### src/rtl/knn_pkg.sv
// Shared k-NN types: candidate/neighbour entry layout and the default coordinate/distance width.
package knn_pkg;

  localparam int KNN_B = 32;

  typedef struct packed {
    logic             valid;
    logic [KNN_B-1:0] distance;
    logic [KNN_B-1:0] x;
    logic [KNN_B-1:0] y;
    logic [KNN_B-1:0] z;
  } knn_entry_t;

  typedef enum logic [1:0] {
    ST_IDLE  = 2'd0,
    ST_FILL  = 2'd1,
    ST_DRAIN = 2'd2
  } topk_state_e;

endpackage

### src/rtl/topk_slot.sv
// One sorted-buffer slot: holds an entry, flags whether the candidate sorts after it, and
// on insert either holds, shifts in the previous slot's entry, or loads the candidate (1-cycle update).
module topk_slot
  import knn_pkg::*;
(
  input  logic       clock,
  input  logic       reset_n,
  input  logic       clear,
  input  logic       insert,
  input  knn_entry_t cand,
  input  knn_entry_t prev_entry,
  input  logic       prev_le,
  output knn_entry_t entry,
  output logic       le
);

  // "<=" places equal distances ahead of the candidate, keeping insertion stable.
  assign le = entry.valid && (entry.distance <= cand.distance);

  always_ff @(posedge clock or negedge reset_n) begin
    if (!reset_n) begin
      entry <= '0;
    end else if (clear) begin
      entry <= '0;
    end else if (insert && !le) begin
      entry <= prev_le ? cand : prev_entry;
    end
  end

endmodule

### src/rtl/topk_insert_buffer.sv
// Top-K nearest-neighbour buffer: sorted single-cycle insert during FILL, then an in-order drain.
// Candidates accepted only in FILL; drain advances one slot per out_valid/out_ready handshake.
module topk_insert_buffer
  import knn_pkg::*;
#(
  parameter int K = 8,
  parameter int B = KNN_B
) (
  input  logic                   clock,
  input  logic                   reset_n,
  input  logic                   start,
  input  knn_entry_t             in_entry,
  input  logic                   in_not_taken,
  input  logic                   in_valid_comp,
  input  logic                   in_last,
  output logic                   in_ready,
  output knn_entry_t             out_entry,
  output logic                   out_valid,
  input  logic                   out_ready,
  output logic                   out_last,
  output logic [B-1:0]           kth_distance,
  output logic [$clog2(K+1)-1:0] count,
  output logic                   done
);

  localparam int CW = $clog2(K+1);
  localparam int PW = $clog2(K);

  topk_state_e   state_q, state_d;
  knn_entry_t    slots      [K];
  knn_entry_t    prev_entry [K];
  logic [K-1:0]  le;
  logic [K-1:0]  prev_le;
  logic [PW-1:0] rd_ptr;
  logic          full;
  logic          accept;
  logic          do_insert;
  logic          hs;

  assign full         = slots[K-1].valid;
  assign kth_distance = full ? B'(slots[K-1].distance) : '1;
  assign in_ready     = (state_q == ST_FILL);
  assign accept       = in_ready && in_valid_comp && !start;
  // le[K-1] on a full buffer means the candidate is no better than the worst held entry.
  assign do_insert    = accept && in_not_taken && in_entry.valid && !le[K-1];

  assign out_entry = slots[rd_ptr];
  assign out_valid = (state_q == ST_DRAIN) && (count != '0);
  assign out_last  = out_valid && (CW'(rd_ptr) == count - CW'(1));
  assign hs        = out_valid && out_ready;
  assign done      = (state_q == ST_DRAIN) && !start && ((count == '0) || (hs && out_last));

  for (genvar i = 0; i < K; i++) begin : g_slot
    if (i == 0) begin : g_head
      assign prev_entry[i] = '0;
      assign prev_le[i]    = 1'b1;
    end else begin : g_body
      assign prev_entry[i] = slots[i-1];
      assign prev_le[i]    = le[i-1];
    end

    topk_slot u_slot (
      .clock      (clock),
      .reset_n    (reset_n),
      .clear      (start),
      .insert     (do_insert),
      .cand       (in_entry),
      .prev_entry (prev_entry[i]),
      .prev_le    (prev_le[i]),
      .entry      (slots[i]),
      .le         (le[i])
    );
  end

  always_ff @(posedge clock or negedge reset_n) begin
    if (!reset_n) begin
      state_q <= ST_IDLE;
    end else begin
      state_q <= state_d;
    end
  end

  always_comb begin
    state_d = state_q;
    if (start) begin
      state_d = ST_FILL;
    end else begin
      case (state_q)
        ST_FILL:  if (accept && in_last) state_d = ST_DRAIN;
        ST_DRAIN: if (done) state_d = ST_IDLE;
        default:  state_d = state_q;
      endcase
    end
  end

  always_ff @(posedge clock or negedge reset_n) begin
    if (!reset_n) begin
      count  <= '0;
      rd_ptr <= '0;
    end else if (start) begin
      count  <= '0;
      rd_ptr <= '0;
    end else begin
      if (do_insert && (count != CW'(K))) begin
        count <= count + CW'(1);
      end
      if (state_q != ST_DRAIN) begin
        rd_ptr <= '0;
      end else if (hs) begin
        rd_ptr <= rd_ptr + PW'(1);
      end
    end
  end

endmodule

### config.mk
export PLATFORM = sky130hd
export DESIGN_NAME = topk_insert_buffer
export DESIGN_NICKNAME = d
export VERILOG_FILES = /design/src/rtl/knn_pkg.sv /design/src/rtl/topk_slot.sv /design/src/rtl/topk_insert_buffer.sv
export SDC_FILE = /design/constraint.sdc
export NUM_CORES = 2
export LEC_CHECK = 0
export ABC_CLOCK_PERIOD_IN_PS = 5300
export CORE_ASPECT_RATIO = 0.9
export CORE_MARGIN = 1.5
export CORE_UTILIZATION = 34
export DETAILED_ROUTE_END_ITERATION = 8
export DONT_BUFFER_PORTS = 1
export GPL_TIMING_DRIVEN = 0
export PLACE_DENSITY = 0.55
export SLEW_MARGIN = 20
export SYNTH_ARGS = -nofsm -noshare
export SYNTH_HDL_FRONTEND = slang
export SYNTH_SLANG_ARGS = --single-unit
### constraint.sdc
create_clock -name clock -period 5.3 [get_ports clock]
set_input_delay 1.325 -clock clock [delete_from_list [all_inputs] [get_ports clock]]
set_output_delay 1.325 -clock clock [all_outputs]
set_load 0.01 [all_outputs]
---- Word-level counts from Yosys, hierarchy flattened ----
Cells that the tools add are included.
word-level totals
  input port bits ......................... 136
  register bits ........................... 1041
  logic and storage cells ................. 152
  output and inout port bits .............. 169
operators by class
  reductions and logical operators ........ 53
  multiplexer cells ....................... 36
  equality and inequality tests ........... 7
  order comparisons ....................... 9
  add/subtract/negate cells ............... 3
  bitwise gates (word level) .............. 1
operators with widths
  cell                                                   count
  two-way mux 129 bit                                    25
  binary-select mux 129 bit (select 3 bit)               1
  <= comparator 32 bit                                   8
  two-way mux 32 bit                                     1
  logical AND 1 bit                                      29
  nonzero test 2 bit                                     9
  zero test 1 bit                                        9
  two-way mux 3 bit                                      3
  two-way mux 4 bit                                      2
  two-way mux 2 bit                                      3
  nonzero test 3 bit                                     2
  adder 4 x 1 -> 4 bit, second input constant            1
  == test 3 x 4 -> 1 bit                                 1
  >= comparator 4 bit, second input constant             1
  zero test 4 bit                                        1
  inequality test 4 bit, second input constant           1
  NOT 3 -> 4 bit                                         1
  case mux 2 bit (2 select lines)                        1
  nonzero test 4 bit                                     1
  subtractor 4 x 1 -> 4 bit, second input constant       1
  adder 3 x 1 -> 3 bit, second input constant            1
  inequality test 3 x 2 -> 1 bit, second input constant  1
  inequality test 3 bit, second input constant           1
  AND reduction 3 bit                                    1
  other kinds (4)                                        4

---- Depth between registers and ports, before layout ----
  depth after elaboration ................. 9
  depth in mapped cells ................... 15
  gate-level depth less buffers ........... 10

---- Hierarchy ----
A second synthesis with hierarchy kept.
unflattened totals
  cells, all modules ...................... 7190
  area, all modules ....................... 80656.1 µm²
modules (own cells, without submodules)
  module                            instances  area each (µm²)  cells an instance  seq. area each (µm²)
  topk_slot (g_slot[1].u_slot ...)  7          8989.9           825                3228.1
  topk_slot (g_slot[0].u_slot)      1          8893.5           852                3228.1
  topk_insert_buffer                1          8833.5           563                225.2

---- Worst setup path after synthesis ----
Ideal clock, no wire load.
  path type ............................... in2reg
  start ................................... input port in_entry[126] (netlist name)
  end ..................................... register g_slot[0].u_slot.entry[23] (netlist name)
  arrival time ............................ 4108 ps
  stages on the path ...................... 12
  buffers on the path ..................... 3
  required time ........................... 5168 ps
  setup time .............................. 132 ps
  setup slack ............................. 1060 ps
  cells stage by stage .................... clkbuf_1 > inv_1 > ha_1 > nand4_1 > or4_1 > or2_1 > o221ai_2 > nor3b_2 > buf_4 > buf_4 > mux2i_1 > nor2_1
on the way
  word-level cells in the longest chain between the ends .. 6
  elaborated cells between the ends (all ways) .. 9
  those cells by class .................... order compare: 2; reduce/logical: 7
ends and longest elaborated chain
  element                                  line                      RTL
  from (decl)                              topk_insert_buffer.sv:12  input knn_entry_t in_entry,
  <= comparator 32 bit                     topk_slot.sv:18           assign le = entry.valid && (entry.distance <= cand.distance);
  logical AND 1 bit                        topk_slot.sv:18
  zero test 1 bit                          topk_insert_buffer.sv:45  assign do_insert = accept && in_not_taken && in_entry.valid && !le[K-1];
  logical AND 1 bit                        topk_insert_buffer.sv:45
  logical AND 1 bit (*)                    topk_slot.sv:25           end else if (insert && !le) begin
  nonzero test 2 bit (no source line) (*)  n/a
  to (signal assigned)                     topk_slot.sv:26           entry <= prev_le ? cand : prev_entry;
  to (decl)                                topk_slot.sv:13           output knn_entry_t entry,
Mark *: on every way between the ends. The rest lies on a longest branch, timed or not.
A chain may end at the register's enable or synchronous reset.

---- Final worst setup path ----
  start ................................... register count[0]
  end ..................................... output port done
on the way
  word-level cells in the longest chain between the ends .. 6
  elaborated cells between the ends (all ways) .. 10
  those cells by class .................... add/sub: 1; eq/ne: 1; reduce/logical: 8
ends and longest elaborated chain
  element                 line                       RTL
  from (decl)             topk_insert_buffer.sv:22   output logic [$clog2(K+1)-1:0] count,
  from (signal assigned)  topk_insert_buffer.sv:105  count <= count + CW'(1);
  nonzero test 4 bit      topk_insert_buffer.sv:48   assign out_valid = (state_q == ST_DRAIN) && (count != '0);
  logical AND 1 bit       topk_insert_buffer.sv:48
  named net out_valid     topk_insert_buffer.sv:18   output logic out_valid,
  logical AND 1 bit       topk_insert_buffer.sv:49   assign out_last = out_valid && (CW'(rd_ptr) == count - CW'(1));
  named net out_last      topk_insert_buffer.sv:20   output logic out_last,
  logical AND 1 bit       topk_insert_buffer.sv:51   assign done = (state_q == ST_DRAIN) && !start && ((count == '0) || (hs && out_last));
  logical OR 1 bit        topk_insert_buffer.sv:51
  logical AND 1 bit       topk_insert_buffer.sv:51
  to (decl)               topk_insert_buffer.sv:23   output logic done
The timed path passes the listed nets, and every way through them passes these cells.

==> qor.yml <==
maxSlewViolCount: 0
drt_iter0_drc: 5398
setup_violations: 0
cp-endpoint: "done"
timing.rr.end: "g_slot[2].u_slot.entry[11]"
hold_viol: 0
start_util: 0.343
clock_path_buffers: 3
finalWorstSetupSlack_ps: 14.9
dieWidth_um: 467
clk_pin_slew_ps: 60
antenna_found_initial: 51
skew_ps: 31.6
ant_nets: 0
vdd_ir_drop_max_v: 0.000354
cts_tree: "built"
critical_path_class: "flop to output port"
grt_pass1_wl_um: 374000
avgSynthCellArea_sq_um: 10.8
synth_async_sr_flop_share: 1.00
ios: 305
maxCapViolCount: 0
final_common_cell: "mux2i_1"
place_ws_ps: -1730
vias: 52001
finalCriticalPeriod_ps: 5290
synthTopCellsByArea: "dfrtp_1 40%, mux2i_1 19%, mux4_2 8.8%"
synth-edff-count: 0
coreArea_sq_um: 192000
root_buffer: "clkbuf_16"
die_y_um: 420
synth-main-ff-cell: "dfrtp_1"
drc: 0
leakagePower_nw: 28.3
clock_latency_ps: 800
power_density_nw_per_um2: 252
dieArea_sq_um: 196000
ys_seq_area_frac: 0.396
status: "finished, final reports clean"
worstMarginPinSlew_ps: 1160
cp.arrival_ps: 3960
slew_headroom: 0.224
synth_seq_cells: 1041
crit_required_ps: 3970
portBuffers: 0
yosys_warnings: 0
hpwl_um: 187000
grt_use_total: 0.259
worst_setup_path_start_kind: "flop"
finalCritPeriodShare: 0.997
grt.overflow.total: 0
synth_cell_types: 61
cts.sinks: 1041
hold_class: "flop to flop"
synth.top_cell.area_share: 0.396
via_per_inst: 5.84
end_kind: "output port"
grt_max_degree: 175
holdBufCountCts: 0
grt_setup_unrepaired: "false"
synthToLayoutAreaGrowth_pct: 12.6
r2r-start: "g_slot[7].u_slot.entry[108]"
finalNetCount: 6645
cp_max_fo: 8
wl_um: 259000
grt_pass1_vias: 50907
most-common-layout-cells: "1,248 x mux2i_1, 1,041 x dfrtp_1, 551 x nand2b_1, 446 x nor2_1, 398 x clkbuf_1"
rows: 152
p_total_mw: 18.7
gp_congestion: 0.921
avgRoutedWirePerCell_um: 29.1
max_freq_mhz: 189
firstDrtPassIters: 6
h-tree-depth: 4
netlist.top_cell.by_area: "dfrtp_1"
synth_area_sq_um: 65800
numCtsBuffers: 130
cp-startpoint: "count[0]"
drive_gt1_frac: 0.132
synth_nets: 6493
syn_inst: 6098
r2r_cells: 11
reg2reg_setup_slack_ps: 850
## layout make-up
| cell class | count | area [sq um] |
|---|---|---|
| clock buffers | 196 | 3790 |
| fillers | 18441 | 117000 |
| repair buffers | 23 | 571 |
| plain buffers | 605 | 2910 |
| multi-input cells | 4270 | 36500 |
| inverters | 179 | 672 |
| flip-flops and latches | 1041 | 26100 |
| diodes | 17 | 42.5 |
| well taps | 2541 | 3180 |
| clock inverters | 30 | 402 |
## synthesized netlist by cell type (5+ instances only)
| library cell | instances |
|---|---|
| nand2b_1 | 551 |
| a21o_1 | 6 |
| o32ai_1 | 129 |
| mux2_2 | 129 |
| mux2i_1 | 1248 |
| buf_4 | 44 |
| a221oi_1 | 11 |
| a311oi_1 | 129 |
| nand3_1 | 32 |
| a211oi_1 | 9 |
| a21oi_1 | 145 |
| mux4_2 | 258 |
| buf_6 | 21 |
| buf_1 | 48 |
| nand3b_1 | 129 |
| nor2b_1 | 14 |
| buf_2 | 78 |
| nor2_1 | 447 |
| nor4_1 | 10 |
| dfrtp_1 | 1041 |
| clkbuf_1 | 417 |
| o21a_1 | 6 |
| inv_1 | 179 |
| and2_1 | 5 |
| nor3_1 | 12 |
| o21ai_0 | 60 |
| o21ai_1 | 231 |
| ha_1 | 259 |
| nand4_1 | 62 |
| nand2_1 | 319 |
| o211ai_1 | 11 |
## how the worst min path moves through the flow
stage                               start  cells past startpoint                    endpoint  slack [ps]
2_1_floorplan   g_slot[7].u_slot.entry[0]                      2   g_slot[7].u_slot.entry[0]         480
3_3_place_gp   g_slot[7].u_slot.entry[83]                      2  g_slot[7].u_slot.entry[83]         490
3_5_place_dp   g_slot[7].u_slot.entry[17]                      2  g_slot[7].u_slot.entry[17]         500
4_1_cts        g_slot[7].u_slot.entry[17]                      2  g_slot[7].u_slot.entry[17]         520
5_1_grt        g_slot[7].u_slot.entry[11]                      2  g_slot[7].u_slot.entry[11]         530
6_report       g_slot[7].u_slot.entry[74]                      2  g_slot[7].u_slot.entry[74]         510
## report_power, final
group / internal, mW / switching [mW] / total [mW]
Sequential: 8.02 / 0.0689 / 8.09
Combinational: 0.462 / 1.11 / 1.57
Clock: 5.13 / 3.88 / 9.01
## kinds of logic after synthesis
group / after synthesis / synth area share
adder cells (fa/ha/maj): 259 / 0.0493
buffers and inverters: 787 / 0.0513
flip-flops: 1041 / 0.396
XOR/XNOR: 7 / 0.000932
AO/OA/AOI/OAI: 766 / 0.0764
AND/OR/NAND/NOR: 1602 / 0.125
multiplexers: 1636 / 0.301
## flip-flops by register name, summed over array words and instances (netlist names)
name	cells
state_q	2
count	4
rd_ptr	3
g_slot.u_slot.entry	1032
## layer usage
metal / vias to the layer above / global-route usage / share of wire
met5: - / 0 / 0.00097
met4: 42 / 0.118 / 0.046
met3: 456 / 0.0612 / 0.083
met2: 2225 / 0.393 / 0.45
met1: 26959 / 0.348 / 0.42
li1: 22319 / - / -
## metrics by stage
step	utilization	hold slack, ps	TNS (ps)	cell area (sq um)	cells
floorplan	-	479	0	65800	6098
global placement	0.360	494	-1576350	69000	8639
detailed placement	0.363	500	-1253380	69600	8660
CTS	0.386	517	0	74000	8888
global route	0.387	534	0	74100	8894
finish	0.387	514	0	74100	8902
## critical path, stage by stage (launching register included)
cell	delay (ps)
dfrtp_1	670
inv_1	100
ha_1	260
nor3b_1	190
nor2b_2	480
nand3_1	170
nor3_2	590
a31oi_1	200
nor2_1	500
## timing repair
| item | CTS | global route |
|---|---|---|
| setup buffers | 2 | 0 |
| gates resized for setup | 65 | 47 |
| setup endpoints to repair | 995 | 634 |
| cloned | 0 | 0 |
| pin swaps | 1 | 1 |
Note: power is estimated with default switching activity, not from simulation.
